[src/rtl/wb_pkg.sv]
// Writeback arbiter shared widths, sizes and the held-result record.
// Imported by wb_rr_pick and wb_arbiter.
package wb_pkg;
  localparam int NREQ   = 4;
  localparam int NPORT  = 3;
  localparam int DATA_W = 16;
  localparam int REG_W  = 3;
  localparam int ROB_W  = 6;

  typedef struct packed {
    logic [REG_W-1:0]  waddr;
    logic [DATA_W-1:0] wdata;
    logic [ROB_W-1:0]  rob;
  } wb_entry_t;
endpackage

[src/rtl/wb_rr_pick.sv]
// Combinational round-robin pick of up to NPORT holders onto write ports, zero latency.
// Optional WB_WAW_FILTER_EN skips holders whose waddr was already granted this cycle.
module wb_rr_pick
  import wb_pkg::*;
#(
  parameter int NREQ  = 4,
  parameter int NPORT = 3
) (
  input  logic [NREQ-1:0]             hold_v,
  input  logic [1:0]                  rr_ptr,
  input  logic [NREQ-1:0][REG_W-1:0]  hold_waddr,
  output logic [NPORT-1:0][NREQ-1:0]  sel,
  output logic [NPORT-1:0]            port_v,
  output logic [NREQ-1:0]             grant,
  output logic [1:0]                  rr_next
);
  logic [1:0] idx;
  logic [2:0] cnt;
  logic       take;
`ifdef WB_WAW_FILTER_EN
  logic [(1<<REG_W)-1:0] used;
`endif

  always_comb begin
    sel     = '0;
    port_v  = '0;
    grant   = '0;
    rr_next = rr_ptr;
    cnt     = '0;
    idx     = '0;
    take    = 1'b0;
`ifdef WB_WAW_FILTER_EN
    used    = '0;
`endif
    for (int j = 0; j < NREQ; j++) begin
      idx  = rr_ptr + j[1:0];
      take = hold_v[idx] && (cnt < 3'(NPORT));
`ifdef WB_WAW_FILTER_EN
      // skipped same-address holders do not consume a port
      if (used[hold_waddr[idx]]) take = 1'b0;
`endif
      if (take) begin
        grant[idx]           = 1'b1;
        sel[cnt[1:0]][idx]   = 1'b1;
        port_v[cnt[1:0]]     = 1'b1;
        rr_next              = idx + 2'd1;
`ifdef WB_WAW_FILTER_EN
        used[hold_waddr[idx]] = 1'b1;
`endif
        cnt                  = cnt + 3'd1;
      end
    end
  end
endmodule

[src/rtl/wb_arbiter.sv]
// Writeback arbiter: per-unit one-entry buffers, round-robin onto 3 registered RF write ports
// (push-to-wen 2 cycles); req_ready drops while a buffer holds an ungranted result or on flush.
module wb_arbiter
  import wb_pkg::*;
#(
  parameter int NREQ  = 4,
  parameter int NPORT = 3
) (
  input  logic                     clk,
  input  logic                     rst,
  input  logic                     flush,
  input  logic [NREQ-1:0]          req_valid,
  output logic [NREQ-1:0]          req_ready,
  input  logic [NREQ*REG_W-1:0]    req_waddr,
  input  logic [NREQ*DATA_W-1:0]   req_wdata,
  input  logic [NREQ*ROB_W-1:0]    req_rob,
  output logic                     wen0,
  output logic                     wen1,
  output logic                     wen2,
  output logic [REG_W-1:0]         waddr0,
  output logic [REG_W-1:0]         waddr1,
  output logic [REG_W-1:0]         waddr2,
  output logic [DATA_W-1:0]        wdata0,
  output logic [DATA_W-1:0]        wdata1,
  output logic [DATA_W-1:0]        wdata2,
  output logic [ROB_W-1:0]         wrob0,
  output logic [ROB_W-1:0]         wrob1,
  output logic [ROB_W-1:0]         wrob2
);
  wb_entry_t                  hold [NREQ];
  logic [NREQ-1:0]            hold_v;
  logic [NREQ-1:0]            grant;
  logic [NREQ-1:0]            push;
  logic [1:0]                 rr_ptr;
  logic [1:0]                 rr_next;
  logic [NREQ-1:0][REG_W-1:0] hold_waddr;
  logic [NPORT-1:0][NREQ-1:0] sel;
  logic [NPORT-1:0]           port_v;
  wb_entry_t                  port_ent [NPORT];
  logic [NPORT-1:0]           wen_q;
  wb_entry_t                  out_q [NPORT];

  always_comb begin
    for (int i = 0; i < NREQ; i++) hold_waddr[i] = hold[i].waddr;
  end

  wb_rr_pick #(.NREQ(NREQ), .NPORT(NPORT)) u_pick (
    .hold_v     (hold_v),
    .rr_ptr     (rr_ptr),
    .hold_waddr (hold_waddr),
    .sel        (sel),
    .port_v     (port_v),
    .grant      (grant),
    .rr_next    (rr_next)
  );

  // a granted buffer drains this edge, so it can accept a new result in the same cycle
  assign req_ready = {NREQ{~flush}} & (~hold_v | grant);
  assign push      = req_valid & req_ready;

  always_comb begin
    for (int p = 0; p < NPORT; p++) begin
      port_ent[p] = '0;
      for (int i = 0; i < NREQ; i++) begin
        if (sel[p][i]) port_ent[p] = hold[i];
      end
    end
  end

  always_ff @(posedge clk) begin
    if (rst) begin
      hold_v <= '0;
      rr_ptr <= '0;
      wen_q  <= '0;
      for (int p = 0; p < NPORT; p++) out_q[p] <= '0;
      for (int i = 0; i < NREQ; i++) hold[i] <= '0;
    end else if (flush) begin
      hold_v <= '0;
      wen_q  <= '0;
    end else begin
      rr_ptr <= rr_next;
      wen_q  <= port_v;
      for (int p = 0; p < NPORT; p++) begin
        if (port_v[p]) out_q[p] <= port_ent[p];
      end
      for (int i = 0; i < NREQ; i++) begin
        if (push[i]) begin
          hold_v[i] <= 1'b1;
          hold[i]   <= '{waddr: req_waddr[i*REG_W +: REG_W],
                         wdata: req_wdata[i*DATA_W +: DATA_W],
                         rob:   req_rob[i*ROB_W +: ROB_W]};
        end else if (grant[i]) begin
          hold_v[i] <= 1'b0;
        end
      end
    end
  end

  assign wen0   = wen_q[0];
  assign wen1   = wen_q[1];
  assign wen2   = wen_q[2];
  assign waddr0 = out_q[0].waddr;
  assign waddr1 = out_q[1].waddr;
  assign waddr2 = out_q[2].waddr;
  assign wdata0 = out_q[0].wdata;
  assign wdata1 = out_q[1].wdata;
  assign wdata2 = out_q[2].wdata;
  assign wrob0  = out_q[0].rob;
  assign wrob1  = out_q[1].rob;
  assign wrob2  = out_q[2].rob;
endmodule

[config.mk]
export PLATFORM = sky130hd
export DESIGN_NAME = wb_arbiter
export DESIGN_NICKNAME = d
export VERILOG_FILES = /design/src/rtl/wb_pkg.sv /design/src/rtl/wb_rr_pick.sv /design/src/rtl/wb_arbiter.sv
export SDC_FILE = /design/constraint.sdc
export NUM_CORES = 1
export LEC_CHECK = 0
export ABC_AREA = 1
export CAP_MARGIN = 25
export CORE_UTILIZATION = 58
export DETAILED_ROUTE_END_ITERATION = 6
export PLACE_DENSITY = 0.95
export SLEW_MARGIN = 20
export SYNTH_ARGS = -nofsm -noshare
export SYNTH_HDL_FRONTEND = slang
export SYNTH_SLANG_ARGS = --single-unit
[constraint.sdc]
create_clock -name clk -period 7.75 [get_ports clk]
set_clock_uncertainty 0.15 [all_clocks]
set_input_delay 0.775 -clock clk [delete_from_list [all_inputs] [get_ports clk]]
set_output_delay 0.775 -clock clk [all_outputs]
set_load 0.02 [all_outputs]
==> results.md, run 1 <==
- Status: complete, but fails checks
- Failing checks: DRC
- DRC Markers: 67
- Pin count of the biggest net entering global routing: 51
- Post-CTS Hold Fix Bufs: 0
- Initial DRC count: 1982
- Pre-antenna DRT Iters: 7
- Clock share of power: 18.1%
- Die span in x: around 140 um
- Period Utilization, post-route: 64.0%
- Buf/Inv on CP: 4
- CTS max path bufs: 2
- Clock sinks: 184
- Initial antenna violation count: 0
- CTS root buf: clkbuf_16
- Pwr dens: roughly 370 mW/mm^2
- Post-synth cell types: 41
- Die Ht: around 140 um
- Pre-CTS setup slack: between 3 and 4 ns
- Max-cap viol count: 0
- Min-delay worst type: flop to flop
- Floorplan row count: 49
- Fmax: a little over 200 MHz
- Crit path time final: 4.96 ns
- Combinational Power Share: a little over half
- Vias in the first global route: approximately 9.1k
- Yosys Warn Count: 0
- DR vias/cell: 6.00
- Fin worst setup slack: ~2.8 ns
- Clk Latency, worst-skew pair: 0.44 ns
- Most frequent cells in the layout: nand2_1 (257), clkdlybuf4s50_1 (188), a21oi_1 (182), edfxtp_1 (175), inv_1 (169)
- Avg WL per Cell: 20.7 um
- Grt ovf: 0
- Worst Path Max Fanout: 10
- Die area: roughly 0.019 mm^2
- Synth area leader: edfxtp_1
- Commonest non-fill, non-tap cell in the layout: nand2_1
- H-tree depth: 4
- Clock tree from TritonCTS: done
- Startpoint Class: flop
- Worst Setup End Kind: primary output
- Net count reported at finish: 1478
- FF-to-FF setup slack: 3.11 ns
- Cells after Synth: 1210
- Largest delay share family, worst path: buffers and inverters
- Leakage: 5.31 nW
- Overall Global Routing Usage: between 30% and 40%
- Slew HR: 41.1%
- Arrival @ worst endpoint: a little over 4 ns
- Via count: just under 10k
- Psw: ~0.0023 W
- RePlAce Congestion: 0.935
- Syn Area/Cell: 8.76 um^2
- Required time worst endpoint: 6.82 ns
- Post-DP HPWL: 22.7 mm
- Remaining antenna violation count: 0
- Mapped Nets: 1325
- CP max-delay cell: clkdlybuf4s50_1
- Setup TNS: 0 ns
- Post-synthesis cell area: between 0.01 and 0.015 mm^2
- Crit-path max cell delay: about 0.65 ns
- Seq/Total Area, Yosys: 51.3%
- RSZ-0062 raised after global routing: no
- CP cell instances: inv_1 > ha_1 > inv_1 > nand2_1 > nand2_2 > fa_1 > nand2_1 > nand3_4 > inv_2 > nand2_2 > and3_4 > a31oi_4 > clkdlybuf4s50_1
- Post-Route WL: ~33 mm
- Internal power: 0.00254 W
- Layout cells sized above 1: between 10 and 15%
- Synth top area cells: edfxtp_1 (50%), nand2_1 (9.2%), a21oi_1 (8.6%), inv_1 (6.0%), a21oi_2 (4.2%)
- Setup Buffers After CTS: 0
- Synth-to-layout area growth: 22.8%
- First-pass GRT wire length: 50.1 mm
- Count of pins over their slew limit: 0
- Flop pwr share: 29.8%
- # setup viols final: 0
- # IOs: 189
- Num CTS Buffers: 17
- Yosys reg bits: 184
- CTS resizes: 0
- Share of the synthesized area in the top cell type: 49.6%
- CTS clk-pin slew, worst paths: 0.07 ns
- Fill cells: about 1.2k
- Sw frac: between 40% and 50%
- Final Hold Vio Count: 0
- Peak VDD IR: 0.274 mV
- Slew @ Worst Pin: 0.881 ns
- IO Port Bufs: about 190
- Initial Util: 59.0%
- Core area: about 0.018 mm^2
- Antenna diodes: 0
- WS Path Type: flop to primary output
path summary, 6_finish.rpt:
kind,startpoint,to,depth (start not counted)
setup / recovery,rr_ptr[1]$_SDFFE_PP0P_,req_ready[3],13
hold / removal,hold[2][20]$_SDFFCE_PN0P_,out_q[0][45]$_SDFFCE_PN0P_,2
setup reg to reg,rr_ptr[1]$_SDFFE_PP0P_,out_q[0][52]$_SDFFCE_PN0P_,14
hold reg to reg,hold[2][20]$_SDFFCE_PN0P_,out_q[0][45]$_SDFFCE_PN0P_,2
worst register-to-register path, cell delays in order (launching register included):
cell and delay (ns):
dfxtp_1 0.48, inv_1 0.19, ha_1 0.42, inv_1 0.10
nand2_1 0.09, nand2_2 0.12, fa_1 0.68, nand2_1 0.13
nand3_4 0.19, o21ai_0 0.10, nand2_1 0.15, nand3_4 0.35
inv_2 0.59, buf_4 0.56, a21oi_2 0.07
registers in the layout, summed over array words and instances (netlist names):
register / flops
hold: 100
out_q: 75
hold_v: 4
wen_q: 3
rr_ptr: 2
cells by family (layout without fill, tap and decap cells):
logic type	after synthesis	in the layout	share of synthesized area, %
flops	184	184	51.3
fa+ha+maj	8	8	1.01
simple gates	493	493	20.9
buf+inv	245	411	10.7
compound gates	280	280	16.1
routing by layer:
metal | GRT usage, % | share of wire, % | vias up
li1 | - | - | 4279
met1 | 46.1 | 34 | 4307
met2 | 58.3 | 47 | 881
met3 | 10.7 | 15 | 166
met4 | 15.3 | 4.4 | 0
met5 | 0 | 0 | -
layout make-up:
cell class | instances | area, um^2 | share of cell area, %
clock buffer | 17 | 425 | 3.27
multi-input combinational | 781 | 4060 | 31.2
sequential | 184 | 5440 | 41.7
clock inverter | 15 | 156 | 1.20
tap | 229 | 287 | 2.20
inverter | 181 | 687 | 5.28
timing repair buffer | 198 | 1960 | 15.1
per-stage QoR:
stage	util [%]	cells	hold slack [ns]	total power (W)	cell area, um^2
5_1_grt	72.5	1605	0.560	0.00500	13000
4_1_cts	72.5	1605	0.508	0.00470	13000
6_report	72.5	1605	0.523	0.00479	13000
3_5_place_dp	69.2	1573	0.495	0.00383	12400
3_3_place_gp	69.1	1572	0.474	0.00378	12400
2_1_floorplan	-	1210	0.436	0.00318	10600
cells in the mapped netlist (all sizes together):
cell and count:
nor3 5, fa 1, edfxtp 175, nand3 75, a41oi 2, nand4 2
o21ai 39, nor3b 2, o21a 1, ha 7, o211ai 1, clkbuf 9
inv 181, nor2 125, nand2 281, or2 2, buf 55, dfxtp 9
and3 1, a21oi 234, a31oi 2, o22ai 1
power groups by stage:
stage | registers (W) | logic (W) | clock network [W]
CTS | 0.00142 | 0.00241 | 0.000864
global placement | 0.00144 | 0.00234 | 0
finish | 0.00143 | 0.00250 | 0.000869
global route | 0.00144 | 0.00266 | 0.000903
floorplan | 0.00156 | 0.00162 | 0
detailed placement | 0.00144 | 0.00239 | 0
No activity file was read; power rests on OpenSTA's default activity.
==> inputs of run 2 (changes only) <==
Settings changed: CORE_UTILIZATION 58 to 48, PLACE_DENSITY 0.95 to 0.87.
Clock period 7.75 ns to 4.15 ns, I/O delays scaled along.
==> results.md, run 2 (synthesized netlist as in run 1, its figures left out) <==
- Slew HR: 49.6% (+8.6 points)
- Peak VDD IR: 0.578 mV (+110%)
- WS Path Type: flop to primary output
- Worst Hold Slack: 0.442 ns (-0.0806 ns)
- Final Hold Vio Count: 0 (unchanged)
- Initial DRC count: 1377 (-31%)
- Grt ovf: 0 (unchanged)
- Num CTS Buffers: 17 (unchanged)
- Floorplan row count: 54 (+10%)
- First-pass GRT wire length: 51.7 mm (+3.2%)
- Arrival @ worst endpoint: 3.41 ns (-0.62 ns)
- Overall power: 0.00925 W (+93%)
- Design Area, Final: 0.0133 mm^2 (+2.4%)
- DP Area: 0.0127 mm^2 (+2.2%)
- Crit path time final: 3.98 ns
- Post-Route WL: 34.4 mm (+3.4%)
- Layout cells sized above 1: 13.2% (+0.92 points)
- Largest registers: hold (100), out_q (75), hold_v (4)
- Synth-to-layout area growth: 25.7%
- Die area: 0.0227 mm^2 (+21%)
- Leakage: 5.44 nW (+2.4%)
- CTS clk-pin slew, worst paths: 0.07 ns (about the same)
- CTS root buf: clkbuf_16
- Vias in the first global route: 9153 (+0.96%)
- Most frequent cells in the layout: nand2_1 (259), clkdlybuf4s50_1 (184), a21oi_1 (182), edfxtp_1 (175), inv_1 (169)
- Largest delay share family, worst path: adder cells
- Max reg flops: 100 (unchanged)
- Antenna diodes: 0 (unchanged)
- Buf/Inv on CP: 4 (unchanged)
- DR vias/cell: 5.71 (-4.8%)
- Crit-path max cell delay: 0.66 ns (about the same)
- Post-CTS Hold Fix Bufs: 0 (unchanged)
- Die span in x: 151 um (+9.8%)
- Startpoint Class: flop
- Min-delay worst type: primary input to flop
- DRC Markers: 0 (-100%)
- Avg WL per Cell: 20.5 um (-0.83%)
- Status: completed
- Worst Path Max Fanout: 10 (unchanged)
- Clock tree from TritonCTS: done
- Fill cells: 1787 (+44%)
- Pwr dens: 695 mW/mm^2 (+89%)
- CP cell instances: inv_1 > ha_2 > inv_1 > nand2_1 > nand2_2 > fa_2 > nand2_1 > nand3_4 > inv_2 > nand2_2 > and3_4 > a31oi_4 > dlygate4sd2_1
- Via count: 9563 (-0.73%)
- CTS max path bufs: 2 (unchanged)
- Post-DP HPWL: 23.8 mm (+4.6%)
- Max-cap viol count: 0 (unchanged)
- Initial Util: 48.7% (-10 points)
- Initial antenna violation count: 0 (unchanged)
- Die Ht: 151 um (+9.8%)
- IO Port Bufs: 188 (unchanged)
- Setup Buffers After CTS: 0 (unchanged)
- Commonest non-fill, non-tap cell in the layout: nand2_1
- Fmax: 251 MHz
- Remaining antenna violation count: 0 (unchanged)
- # setup viols final: 0 (unchanged)
- Pre-CTS setup slack: 0.253 ns (-2.95 ns)
- Core area: 0.0218 mm^2 (+21%)
- RePlAce Congestion: 0.979 (+4.7%)
- Slew @ Worst Pin: 0.756 ns (-0.125 ns)
- Clock sinks: 184 (unchanged)
- Overall Global Routing Usage: 31.1% (-5.3 points)
- H-tree depth: 4 (unchanged)
- Count of pins over their slew limit: 0 (unchanged)
- Fin worst setup slack: 0.172 ns (-2.62 ns)
- Top reg by flops: hold
- Worst Setup End Kind: primary output
- Pre-antenna DRT Iters: 6 (-1)
- Pin count of the biggest net entering global routing: 51 (unchanged)
- Required time worst endpoint: 3.59 ns (-3.23 ns)
- Period Utilization, post-route: 95.9%
- CP max-delay cell: fa_2
- Net count reported at finish: 1496 (+1.2%)
- Clk Latency, worst-skew pair: 0.43 ns (about the same)
- # IOs: 189 (unchanged)
==> run 2: worst paths after layout <==
kind                                              from                          to  slack [ns]  cells past startpoint
worst min-delay path                      req_valid[2]      hold_v[2]$_SDFFE_PP0P_        0.44                      3
worst min register to register  rr_ptr[0]$_SDFFE_PP0P_      rr_ptr[0]$_SDFFE_PP0P_        0.50                      3
worst max-delay path            rr_ptr[1]$_SDFFE_PP0P_                req_ready[3]        0.17                     13
worst max register to register  rr_ptr[1]$_SDFFE_PP0P_  out_q[0][33]$_SDFFCE_PN0P_        0.27                     15
==> run 2: timing repair <==
action,in CTS,in global routing
setup endpoints to repair,3,4
resized for setup,4,4
hold endpoints to repair,0,0
==> run 2: worst reg2reg max path, delay by kind of cell (launching register included) <==
kind / cells / cell delay [ns]
AO/OA/AOI/OAI: 3 / 0.75
adder cells (fa/ha/maj): 2 / 0.95
buffers and inverters: 4 / 0.62
flip-flops: 1 / 0.33
AND/OR/NAND/NOR: 6 / 0.82
==> run 2: layer usage <==
layer | global-route usage (%) | wire (um) | up-vias
met2 | 50.4 | 16200 | 759
met5 | 0 | 0 | -
met1 | 40.7 | 13100 | 4365
li1 | - | - | 4307
met3 | 4.94 | 3590 | 132
met4 | 14.5 | 1530 | 0
==> run 2: stage by stage <==
| stage | cells | utilization (%) | setup TNS (ns) |
|---|---|---|---|
| 2_1_floorplan | 1210 | - | 0 |
| 5_1_grt | 1674 | 61.2 | -0.00475 |
| 3_5_place_dp | 1642 | 58.4 | 0 |
| 6_report | 1674 | 61.2 | 0 |
| 4_1_cts | 1674 | 61.2 | 0 |
| 3_3_place_gp | 1642 | 58.4 | 0 |
==> run 2: area by class of cell <==
type                            instances  area [um^2]  area share [%]
Inverter                              181          687            5.15
Tap cell                              280          350            2.63
Sequential cell                       184         5440            40.8
Clock buffer                           17          425            3.19
Multi-Input combinational cell        781         4080            30.6
Timing Repair Buffer                  216         2180            16.3
Clock inverter                         15          174            1.31
==> run 2: power by group <==
| group | leakage (nW) | internal (W) | switching [W] | total (W) |
|---|---|---|---|---|
| Clock | 0.282 | 0.000951 | 0.000747 | 0.00170 |
| Combinational | 3.23 | 0.00158 | 0.00335 | 0.00493 |
| Sequential | 1.93 | 0.00246 | 0.000165 | 0.00262 |
| Total | 5.44 | 0.00499 | 0.00426 | 0.00925 |
